<file path="src/rtl/exec_latency_unit.sv">
// exec_latency_unit: multi-latency execute stage feeding the single CDB port.
// In-flight uops live in a small slot pool with per-slot countdowns.
// Ready slots are written back one per cycle by round robin.
// Optional feature macro: EXEC_DIV_BLOCK_EN. When defined, the divider is non-pipelined,
// so only one DIV may be in flight at a time.
module exec_latency_unit #(
  parameter int unsigned NUM_SLOTS = 4,
  parameter int unsigned PRF_W     = 6,
  parameter int unsigned OP_W      = 5,
  parameter int unsigned ALU_LAT   = 1,
  parameter int unsigned MUL_LAT   = 3,
  parameter int unsigned DIV_LAT   = 8
) (
  input  logic             clk,
  input  logic             reset,
  input  logic             issue_valid,
  input  logic [OP_W-1:0]  issue_opcode,
  input  logic [PRF_W-1:0] issue_dest_prf,
  output logic             issue_stall,
  output logic             exec_done,
  output logic [PRF_W-1:0] exec_dest_prf
);

  localparam int unsigned MAX_AM  = (ALU_LAT > MUL_LAT) ? ALU_LAT : MUL_LAT;
  localparam int unsigned MAX_LAT = (MAX_AM > DIV_LAT) ? MAX_AM : DIV_LAT;
  localparam int unsigned CNT_W   = ($clog2(MAX_LAT) < 1) ? 1 : $clog2(MAX_LAT);
  localparam int unsigned IDX_W   = $clog2(NUM_SLOTS);

  logic [NUM_SLOTS-1:0] r_valid;
  logic [PRF_W-1:0]     r_tag [NUM_SLOTS];
  logic [CNT_W-1:0]     r_cnt [NUM_SLOTS];
  logic [IDX_W-1:0]     r_rr;

  logic                 w_is_mul;
  logic                 w_is_div;
  logic [CNT_W-1:0]     w_lat_m1;
  logic [NUM_SLOTS-1:0] w_ready;
  logic                 w_alloc_found;
  logic [IDX_W-1:0]     w_alloc_idx;
  logic                 w_gnt_found;
  logic [IDX_W-1:0]     w_gnt_idx;
  logic                 w_accept;
  logic                 w_unused_op;

  assign w_is_mul    = (issue_opcode[4:3] == 2'b01);
  assign w_is_div    = (issue_opcode[4:3] == 2'b10);
  assign w_unused_op = ^issue_opcode;

`ifdef EXEC_DIV_BLOCK_EN
  logic [NUM_SLOTS-1:0] r_is_div;
  logic                 w_div_busy;
  assign w_div_busy  = |(r_valid & r_is_div);
  // Full pool, or a second DIV while the divider is occupied.
  assign issue_stall = (&r_valid) | (w_is_div & w_div_busy);
`else
  // Stall only when every slot is occupied.
  assign issue_stall = &r_valid;
`endif

  assign w_accept = issue_valid & ~issue_stall;

  // Initial countdown for the presented uop class.
  always_comb begin
    w_lat_m1 = CNT_W'(ALU_LAT - 1);
    if (w_is_mul)      w_lat_m1 = CNT_W'(MUL_LAT - 1);
    else if (w_is_div) w_lat_m1 = CNT_W'(DIV_LAT - 1);
  end

  // Ready vector and lowest-index free slot.
  always_comb begin
    w_ready       = '0;
    w_alloc_found = 1'b0;
    w_alloc_idx   = '0;
    for (int i = 0; i < NUM_SLOTS; i++) begin
      w_ready[i] = r_valid[i] && (r_cnt[i] == '0);
    end
    for (int i = NUM_SLOTS - 1; i >= 0; i--) begin
      if (!r_valid[i]) begin
        w_alloc_found = 1'b1;
        w_alloc_idx   = IDX_W'(i);
      end
    end
  end

  // Round-robin writeback grant starting at r_rr.
  always_comb begin
    logic [IDX_W-1:0] cand;
    cand        = '0;
    w_gnt_found = 1'b0;
    w_gnt_idx   = '0;
    for (int unsigned k = 0; k < NUM_SLOTS; k++) begin
      cand = r_rr + IDX_W'(k);
      if (!w_gnt_found && w_ready[cand]) begin
        w_gnt_found = 1'b1;
        w_gnt_idx   = cand;
      end
    end
  end

  // Slot pool, countdowns, writeback output and round-robin pointer.
  always_ff @(posedge clk) begin
    if (reset) begin
      r_valid       <= '0;
      r_rr          <= '0;
      exec_done     <= 1'b0;
      exec_dest_prf <= '0;
      for (int i = 0; i < NUM_SLOTS; i++) begin
        r_tag[i] <= '0;
        r_cnt[i] <= '0;
      end
`ifdef EXEC_DIV_BLOCK_EN
      r_is_div      <= '0;
`endif
    end else begin
      for (int i = 0; i < NUM_SLOTS; i++) begin
        if (r_valid[i] && (r_cnt[i] != '0)) r_cnt[i] <= r_cnt[i] - CNT_W'(1);
      end
      exec_done <= w_gnt_found;
      if (w_gnt_found) begin
        r_valid[w_gnt_idx] <= 1'b0;
        exec_dest_prf      <= r_tag[w_gnt_idx];
        r_rr               <= w_gnt_idx + IDX_W'(1);
      end
      // Allocation target is always a currently-free slot, never the granted one.
      if (w_accept && w_alloc_found) begin
        r_valid[w_alloc_idx] <= 1'b1;
        r_tag[w_alloc_idx]   <= issue_dest_prf;
        r_cnt[w_alloc_idx]   <= w_lat_m1;
`ifdef EXEC_DIV_BLOCK_EN
        r_is_div[w_alloc_idx] <= w_is_div;
`endif
      end
    end
  end

endmodule

</file>
<file path="config.mk">
export PLATFORM = sky130hd
export DESIGN_NAME = exec_latency_unit
export DESIGN_NICKNAME = d
export VERILOG_FILES = /design/src/rtl/exec_latency_unit.sv
export SDC_FILE = /design/constraint.sdc
export NUM_CORES = 1
export LEC_CHECK = 0
export CAP_MARGIN = 40
export CORE_ASPECT_RATIO = 1.5
export CORE_MARGIN = 2
export CORE_UTILIZATION = 40
export DETAILED_ROUTE_END_ITERATION = 10
export HOLD_SLACK_MARGIN = 0.1
export PLACE_DENSITY = 0.57
export REMOVE_ABC_BUFFERS = 1
export SYNTH_ARGS = -nofsm -noshare
export SYNTH_HDL_FRONTEND = slang
export SYNTH_SLANG_ARGS = --single-unit
export TNS_END_PERCENT = 50
</file>
<file path="constraint.sdc">
create_clock -name clk -period 2 [get_ports clk]
set_clock_uncertainty 0.1 [all_clocks]
set_input_delay 0.4 -clock clk [delete_from_list [all_inputs] [get_ports clk]]
set_output_delay 0.4 -clock clk [all_outputs]
set_load 0.01 [all_outputs]
</file>
After elaboration in Yosys (flattened, before gate mapping). Memories as Yosys holds them, arrays and structs flattened. A register that Yosys moved wholly into a read port is not among the register bits. Index checks and enable logic that the tools add are counted.

Input bits: 14. Memories: 2. Output and inout port bits: 8. Bits in writable memories: 36. Register bits: 7. Logic and storage cells: 116.

Order comparisons: 8. Add/subtract/negate cells: 8. Bitwise gates (word level): 9. Multiplexer cells: 57. Equality and inequality tests: 2. Reduce and logical (&&, ||, !) cells: 27.

Memories: r_tag (depth 4, width 6, rd ports 1, clocked after memory_dff 1, write ports 4, line 30) `logic [PRF_W-1:0] r_tag [NUM_SLOTS];`; r_cnt (depth 4, width 3, rd ports 4, clocked after memory_dff 0, write ports 5, line 31) `logic [CNT_W-1:0] r_cnt [NUM_SLOTS];`.

Operators by type and width (count): 1-bit two-way mux (32); 2-bit by 3-bit < comparator with 1-bit output, second input constant (6); 2-bit two-way mux (9); 3-bit two-way mux (6); 1-bit logical AND (14); 3-bit zero test (4); 4-bit two-way mux (3); 3-bit nonzero test (4); 3-bit by 1-bit subtractor with 3-bit output, second input constant (4); 1-bit binary-select mux with 2-bit select (4); 6-bit two-way mux (1); 6-bit OR reduction (1); 2-bit by 1-bit adder with 2-bit output, second input constant (2); 2-bit adder, second input constant (2); 4-bit bitwise AND (1); 1-bit demux with 2-bit select (2); 2-bit by 1-bit >= comparator with 1-bit output, second input constant (2); 4-bit inverter (1); 1-bit OR (4); 4-bit OR (1); 4-bit AND reduction (1); 1-bit zero test (3); 2-bit by 1-bit equality test with 1-bit output, second input constant (1); 2-bit equality test, second input constant (1); 2 further kinds (2).

Longest topological paths before layout. Gate-level depths: netlist of run 1.

Depth after elaboration: 24. Depth in mapped cells: 9. Mapped depth without buffers: 8.

Least setup slack after synthesis of run 1. No wires, ideal clock.

Path kind: register to register. Start point: memory r_cnt[0][0] (netlist name). End point: register r_valid[0]. Buffers on the path: 1. Cell stages (with the launch flop): 10. Library setup time: 127 ps. Required time: 1773 ps. Period minus slack after synthesis: 1932 ps. Arrival: 1705 ps. Setup slack: 68 ps. Cell sequence: edfxtp_1 -> inv_1 -> ha_1 -> ha_1 -> nand2_4 -> o31a_1 -> and3_1 -> buf_6 -> o311ai_4 -> o21ai_2.

RTL lines: start: declaration (line 31); end signal: assignment (line 103) `r_valid <= '0;`; end signal: indexed assignment (line 120) `r_valid[w_gnt_idx] <= 1'b0;`; end signal: indexed assignment (line 126) `r_valid[w_alloc_idx] <= 1'b1;`; end: declaration (line 29) `logic [NUM_SLOTS-1:0] r_valid;`.

==> summary.txt, run 1 <==
Clock tree buffer depth: 2
Synth Register Bits: 49
Worst-path maximum fanout: 4
M3 GR Usage: 0.03251
Initial DRT Pass Iterations: 4
Area of the multi-input gates: 0.001122 mm^2
CP Capture Type: register
CTS buffer count: 5
Critical Path AT: 2.03 ns
Synth unique cells: 49
Psw: 0.0006147 W
Largest net degree at the start of global routing: 17
# hold bufs at CTS: 0
DR DRC count: 0
Ports: 22
Post-synthesis cell area: 0.002475 mm^2
Final Core Density: 0.5261
DR vias/cell: 5.185
CP max stage cell: edfxtp_1
Synth Instances: 223
Outcome: finished, final reports clean
Max-slew violations: 0
CP cell instances: inv_2 > ha_2 > ha_4 > nand2_4 > o21a_1 > o21ba_2 > o311ai_4 > o21ai_2
CTS tree: yes
Layer with the highest usage: met2
Sequential share of power: 0.498
Final net count: 289
Asr flop ratio synth: 0
CP required: 2.09 ns
Number of diodes: 0
GRT overflow: 0
First-pass GRT wire length: 8.949 mm
Crit path kind: reg2reg
Max stage delay on crit path: 0.39 ns
Pwr dens: 770.6 mW/mm^2
Final min period: 1.935 ns
Die H: 100.3 um
Ys flop type: edfxtp_1
Post-synth EDFFs: 36
Rel. slew slack: 0.7286
Clk Latency, worst-skew pair: 0.30 ns
Die Wd: 68.23 um
Reg area: 0.001345 mm^2
Crit start category: register
CTS sink cnt: 49
GPL Wtd Cong: 0.7706
Port Buffer Count: 18
P_int: 0.001835 W
CTS H-tree depth: 2
Seq/Total Area, Yosys: 0.5420
Layout area overhead: 28.46%
VDD IR max: 0.0004801 V
Clock share of power: 0.304
Final WL: 5.455 mm
Hold_ws: 0.4337 ns
FP Rows: 35
Fillcell total: 583
Mapped Avg Cell Area: 11.10 um^2
Vias in the first global route: 1858
Part of the cycle the worst path needs: 0.9675
Met2 GRT Util: 0.3398
Hold Path Class: reg2reg
Fraction of layout cells with a size suffix above 1: 0.2584
RSZ-0062 raised after global routing: true
Synth Warn #: 0
Die area: 0.006845 mm^2
Via count: 1768
Final setup fails: 0
CP top delay family: compound AO/OA/AOI/OAI gates
Power share of the combinational group: 0.198
Leakage: 1.251 nW
Final Hold Viols: 0
Root buffer cell: clkbuf_8
Fmax achieved: 516.8 MHz
Maxcap violations: 0
Initial antenna violation count: 0
Starting Density: 0.4095
Starting DRT DRC Count: 60
Core ar.: 0.006043 mm^2
Switching Fraction: 0.2509
DPL Wire Length: 4.007 mm
Routed Antenna Nets: 0
CP Buf/Inv Count: 1
Worst-Margin Slew: 0.4056 ns
Drt wl/cell: 16.00 um
GR Util All Layers: 0.1795
Clock transition at the registers of the reported paths: 0.09 ns
GR Util met1: 0.1924
-- logic make-up after synthesis --
kind of cell,count (synthesis),share of synthesized area
adder cells (fa/ha/maj),9,0.04550
multiplexers,7,0.02831
AO/OA/AOI/OAI,42,0.1340
buffers and inverters,27,0.05106
flip-flops,49,0.5420
AND/OR/NAND/NOR,89,0.1992
-- cell usage in the layout, fill, tap and decap left out, types with 6 or more instances in the layout --
cell type and count:
nor2_1 14, inv_1 17, a21oi_1 6, edfxtp_1 36, clkbuf_8 6, nor3_1 7, buf_4 21, clkdlybuf4s50_1 17
o21ai_0 7, nand2_1 13, dfxtp_1 10, and2_1 24
-- routing by layer --
layer | vias up | part of all wire
li1 | 887 | -
met1 | 841 | 0.38
met2 | 30 | 0.57
met3 | 10 | 0.038
met4 | 0 | 0.018
met5 | - | 0
-- power by group through the flow --
stage | Combinational, W | Sequential [W] | Clock [W]
final | 0.000484 | 0.00122 | 0.000745
after CTS | 0.000456 | 0.00122 | 0.000767
after floorplan | 0.000217 | 0.00125 | 0
after global routing | 0.000539 | 0.00123 | 0.000799
after global placement | 0.000441 | 0.00124 | 0
after detailed placement | 0.000443 | 0.00124 | 0
-- sequential cells by signal (all words and copies together), names as in the netlist --
register       count
r_cnt             12
exec_dest_prf      6
r_valid            4
r_tag             24
r_rr               2
exec_done          1
-- final cells by class --
| cell class | instances | area share |
|---|---|---|
| Clock inverter | 2 | 0.01181 |
| Clock buffer | 6 | 0.02597 |
| Inverter | 19 | 0.02243 |
| Multi-Input combinational cell | 147 | 0.3530 |
| Timing Repair Buffer | 44 | 0.1346 |
| Sequential cell | 49 | 0.4231 |
| Tap cell | 74 | 0.02912 |
-- worst register-to-register path, cell delays in order (launching register included) --
cell and delay [ns]:
edfxtp_1 0.39, inv_2 0.07, ha_2 0.18, ha_4 0.15
nand2_4 0.06, o21a_1 0.23, o21ba_2 0.28, o311ai_4 0.30
o21ai_2 0.08
-- final timing paths --
path / start / endpoint / slack, ns / cells after the start
setup / recovery: r_cnt[0][0] / r_valid[0] / 0.06 / 8
hold / removal: r_tag[3][2] / exec_dest_prf[2] / 0.43 / 2
setup reg to reg: r_cnt[0][0] / r_valid[0] / 0.06 / 8
hold reg to reg: r_tag[3][2] / exec_dest_prf[2] / 0.43 / 2
-- timing repair --
action,CTS,global route
buffers inserted,1,0
gates resized for setup,12,20
pin swaps,6,9
endpoints found under the setup margin,10,11
-- metrics by stage --
step	setup WS (ns)	std cells	TNS, ns	power, W	area, um^2
2_1_floorplan	-0.01740	215	-0.05220	0.001467	2420
3_3_place_gp	-0.08012	332	-0.6740	0.001681	2930
3_5_place_dp	-0.1109	332	-0.8704	0.001685	2930
4_1_cts	0.001313	341	0	0.002442	3089
5_1_grt	-0.07621	341	-0.3850	0.002569	3179
6_report	0.06490	341	0	0.002450	3179
-- synth_stat cells, types with 2 or more instances --
| cell | instances | area share |
|---|---|---|
| edfxtp_1 | 36 | 0.44 |
| and2_1 | 24 | 0.061 |
| inv_1 | 19 | 0.029 |
| nand2_1 | 16 | 0.024 |
| nor2_1 | 14 | 0.021 |
| dfxtp_1 | 13 | 0.11 |
| ha_1 | 9 | 0.046 |
| mux2i_1 | 7 | 0.028 |
| nor3_1 | 7 | 0.014 |
| o21ai_0 | 7 | 0.014 |
| a21oi_1 | 6 | 0.012 |
| nor2b_1 | 5 | 0.013 |
| o211ai_1 | 5 | 0.015 |
| o32ai_1 | 5 | 0.018 |
| nand3_1 | 4 | 0.0081 |
| o22ai_1 | 3 | 0.0076 |
| and3_1 | 2 | 0.0051 |
| and4_1 | 2 | 0.0071 |
| buf_2 | 2 | 0.0040 |
| clkbuf_1 | 2 | 0.0030 |
| nand2b_1 | 2 | 0.0051 |
| nand3b_1 | 2 | 0.0061 |
| nand4_1 | 2 | 0.0051 |
| o21a_1 | 2 | 0.0061 |
| o21ai_2 | 2 | 0.0071 |
| or3_1 | 2 | 0.0051 |
No activity file was read; power rests on OpenSTA's default activity.
==> inputs of run 2 (changes only) <==
--- a/config.mk
+++ b/config.mk
@@ -5,6 +5,7 @@
 export SDC_FILE = /design/constraint.sdc
 export NUM_CORES = 1
 export LEC_CHECK = 0
+export ABC_AREA = 1
 export CAP_MARGIN = 40
 export CORE_ASPECT_RATIO = 1.5
 export CORE_MARGIN = 2
==> constraint.sdc (replaced) <==
create_clock -name clk -period 2 [get_ports clk]
set_clock_uncertainty 0.1 [all_clocks]
set_input_delay 0.4 -clock clk [delete_from_list [all_inputs] [get_ports clk]]
set_output_delay 0.4 -clock clk [all_outputs]
set_load 0.1 [all_outputs]
==> run 2 against run 1 <==
The flow now finishes with violations (setup timing). Combinational power increased to 6.5 times the previous value. Worst setup slack worse by 0.26 ns. Power is 120% higher. Core utilization increased by 0.83 points. Critical path depth increased by 8. Die area up 6.7%. Synthesized area grew 7.1%. Largest cell class unchanged. Highest routed layer unchanged.
==> summary.txt, run 2 <==
Outcome: finished, violations left
Failing checks: setup timing
CTS H-tree depth: 2
Mapped Avg Cell Area: 8.923 um^2
Drt wl/cell: 14.42 um
Post-synth EDFFs: 36
Max-slew violations: 0
GPL Wtd Cong: 0.7965
Critical Path AT: 2.34 ns
Crit start category: register
# hold bufs at CTS: 0
CP required: 2.15 ns
Seq/Total Area, Yosys: 0.5061
Final net count: 372
CTS tree: yes
Synth Instances: 297
Pwr dens: 1531 mW/mm^2
Die area: 0.007306 mm^2
Regs by FF count: r_tag x24, r_cnt x12, exec_dest_prf x6
Ports: 22
CTS sink cnt: 49
DR vias/cell: 5.073
Count leader, synth: nand2_1
Number of diodes: 0
Port Buffer Count: 18
Area of the multi-input gates: 0.001256 mm^2
Clk Latency, worst-skew pair: 0.30 ns
Hold_ws: 0.4227 ns
Fillcell total: 618
Fmax achieved: 455.9 MHz
Starting Density: 0.4114
Reg-to-reg slack, setup: -0.19 ns
Crit path kind: reg2reg
Clock tree buffer depth: 2
Layout area overhead: 29.89%
Synth unique cells: 31
Routed Antenna Nets: 0
Final setup fails: 11
Synth Register Bits: 49
Vias in the first global route: 2228
Reg area: 0.001344 mm^2
GRT overflow: 0
DP Area: 0.003090 mm^2
Final WL: 6.145 mm
Layer with the highest usage: met2
M3 GR Usage: 0.02626
Met2 GRT Util: 0.3497
Commonest non-fill, non-tap cells in the layout: nand2_1, nor2_1, buf_4
Leakage: 1.511 nW
RSZ-0062 raised after global routing: true
Worst-path maximum fanout: 8
Worst Setup EP: exec_dest_prf[4]
Root buffer cell: clkbuf_8
Post-synthesis cell area: 0.002650 mm^2
Die H: 103.7 um
Fin Setup TNS: -1.742 ns
Initial antenna violation count: 0
Ranking of synthesized cells by area: edfxtp_1, dfxtp_1, nand2_1
Final Cell Area: 0.003442 mm^2
CTS buffer count: 5
Ys flop type: edfxtp_1
Starting DRT DRC Count: 104
First-pass GRT wire length: 10.43 mm
Maxcap violations: 0
Largest register FFs: 24
Initial DRT Pass Iterations: 4
VDD IR max: 0.0006967 V
Commonest cells in the netlist: nand2_1, nor2_1, nand3_1
Clock transition at the registers of the reported paths: 0.10 ns
Post-synth top area share: 0.4079
Critical Path Start: r_cnt[2][0]
Final Hold Viols: 0
CP Capture Type: register
DR DRC count: 0
GR Util All Layers: 0.1794
Biggest register: r_tag
Final min period: 2.193 ns
DP Worst Slack: -0.2989 ns
Worst Setup Slack, final: -0.1934 ns
Part of the cycle the worst path needs: 1.097
DPL Wire Length: 4.384 mm
FP Rows: 36
GR Util met1: 0.1947
Core ar.: 0.006441 mm^2
Die Wd: 70.46 um
Worst R2R Path Depth: 16
Via count: 2161
Asr flop ratio synth: 0
Rel. slew slack: 0.8024
Worst r2r src: r_cnt[2][0]
Hold Path Class: reg2reg
Yosys top cell by area: edfxtp_1
Largest net degree at the start of global routing: 18
Fraction of layout cells with a size suffix above 1: 0.3200
Commonest non-fill, non-tap cell in the layout: nand2_1
End of the worst register-to-register path: exec_dest_prf[4]
Synth Warn #: 0
Worst-Margin Slew: 0.2961 ns
## run 2: changes by cell type after synthesis, moves of 4 or more
cell / before / now
o211ai_1: 5 / 1
nor2b_1: 5 / 0
nand3_1: 4 / 38
nand2_1: 16 / 57
nand2_2: 1 / 10
inv_1: 19 / 31
mux2i_1: 7 / 0
o32ai_1: 5 / 0
and2_1: 24 / 0
nand2_4: 1 / 6
o22ai_1: 3 / 10
nor2_1: 14 / 40
## run 2: metrics by stage
| step | util | std cells | power [W] |
|---|---|---|---|
| floorplan | - | 288 | 0.003265 |
| global placement | 0.4798 | 409 | 0.004073 |
| detailed placement | 0.4798 | 409 | 0.004110 |
| CTS | 0.5223 | 422 | 0.005081 |
| global route | 0.5344 | 426 | 0.005637 |
| finish | 0.5344 | 426 | 0.005271 |
## run 2: how the worst min path moves through the flow
stage | depth (start not counted) | start | slack (ns) | endpoint
2_1_floorplan | 1 | reset | 0.37 | r_rr[1]
3_3_place_gp | 2 | exec_dest_prf[2] | 0.41 | exec_dest_prf[2]
3_5_place_dp | 2 | exec_dest_prf[0] | 0.42 | exec_dest_prf[0]
4_1_cts | 2 | exec_dest_prf[0] | 0.44 | exec_dest_prf[0]
5_1_grt | 2 | r_valid[2] | 0.44 | r_valid[2]
6_report | 2 | r_valid[2] | 0.42 | r_valid[2]
## run 2: metal layers
layer / part of all wire / up-vias / wire length, um
li1: - / 1098 / -
met1: 0.39 / 1021 / 2385
met2: 0.57 / 36 / 3478
met3: 0.033 / 6 / 204
met4: 0.013 / 0 / 77
met5: 0 / - / 0
## run 2: cell type report
cell class                      instances  area share
Timing Repair Buffer                   53      0.1396
Inverter                               37     0.04398
Clock inverter                          3     0.01345
Clock buffer                            5     0.01999
Sequential cell                        49      0.3904
Tap cell                               76     0.02763
Multi-Input combinational cell        203      0.3650
## run 2: kinds of logic after synthesis
family                     synth area share
AOI/OAI and AO/OA                   0.05571
adders and majority gates           0.04249
buffers and inverters               0.08262
and+or+nand+nor                      0.3130
DFF                                  0.5061
## run 2: critical path, cell delays in order (launching register included)
cell	delay, ns
edfxtp_1	0.36
inv_1	0.05
ha_2	0.19
ha_4	0.17
nand2_2	0.08
nand2_2	0.06
nand2_2	0.09
nand2_2	0.07
nand2_4	0.09
nand3_1	0.12
nand3_4	0.13
nand2_8	0.10
nor2_4	0.23
nand2_1	0.10
nand2_1	0.09
nor2_2	0.05
nor2_1	0.07
## run 2: timing repair
action	4_1_cts	5_1_grt
pin swaps	12	5
hold endpoints to repair	0	0
cloned	1	0
resized for setup	27	14
setup buffers	4	4
setup endpoints to repair	12	16
## run 2: power by group
part / internal, W / switching, W / total, W
Combinational: 0.00116 / 0.00200 / 0.00316
Sequential: 0.00129 / 0.000102 / 0.00139
Clock: 0.000375 / 0.000351 / 0.000726
Total: 0.00282 / 0.00245 / 0.00527
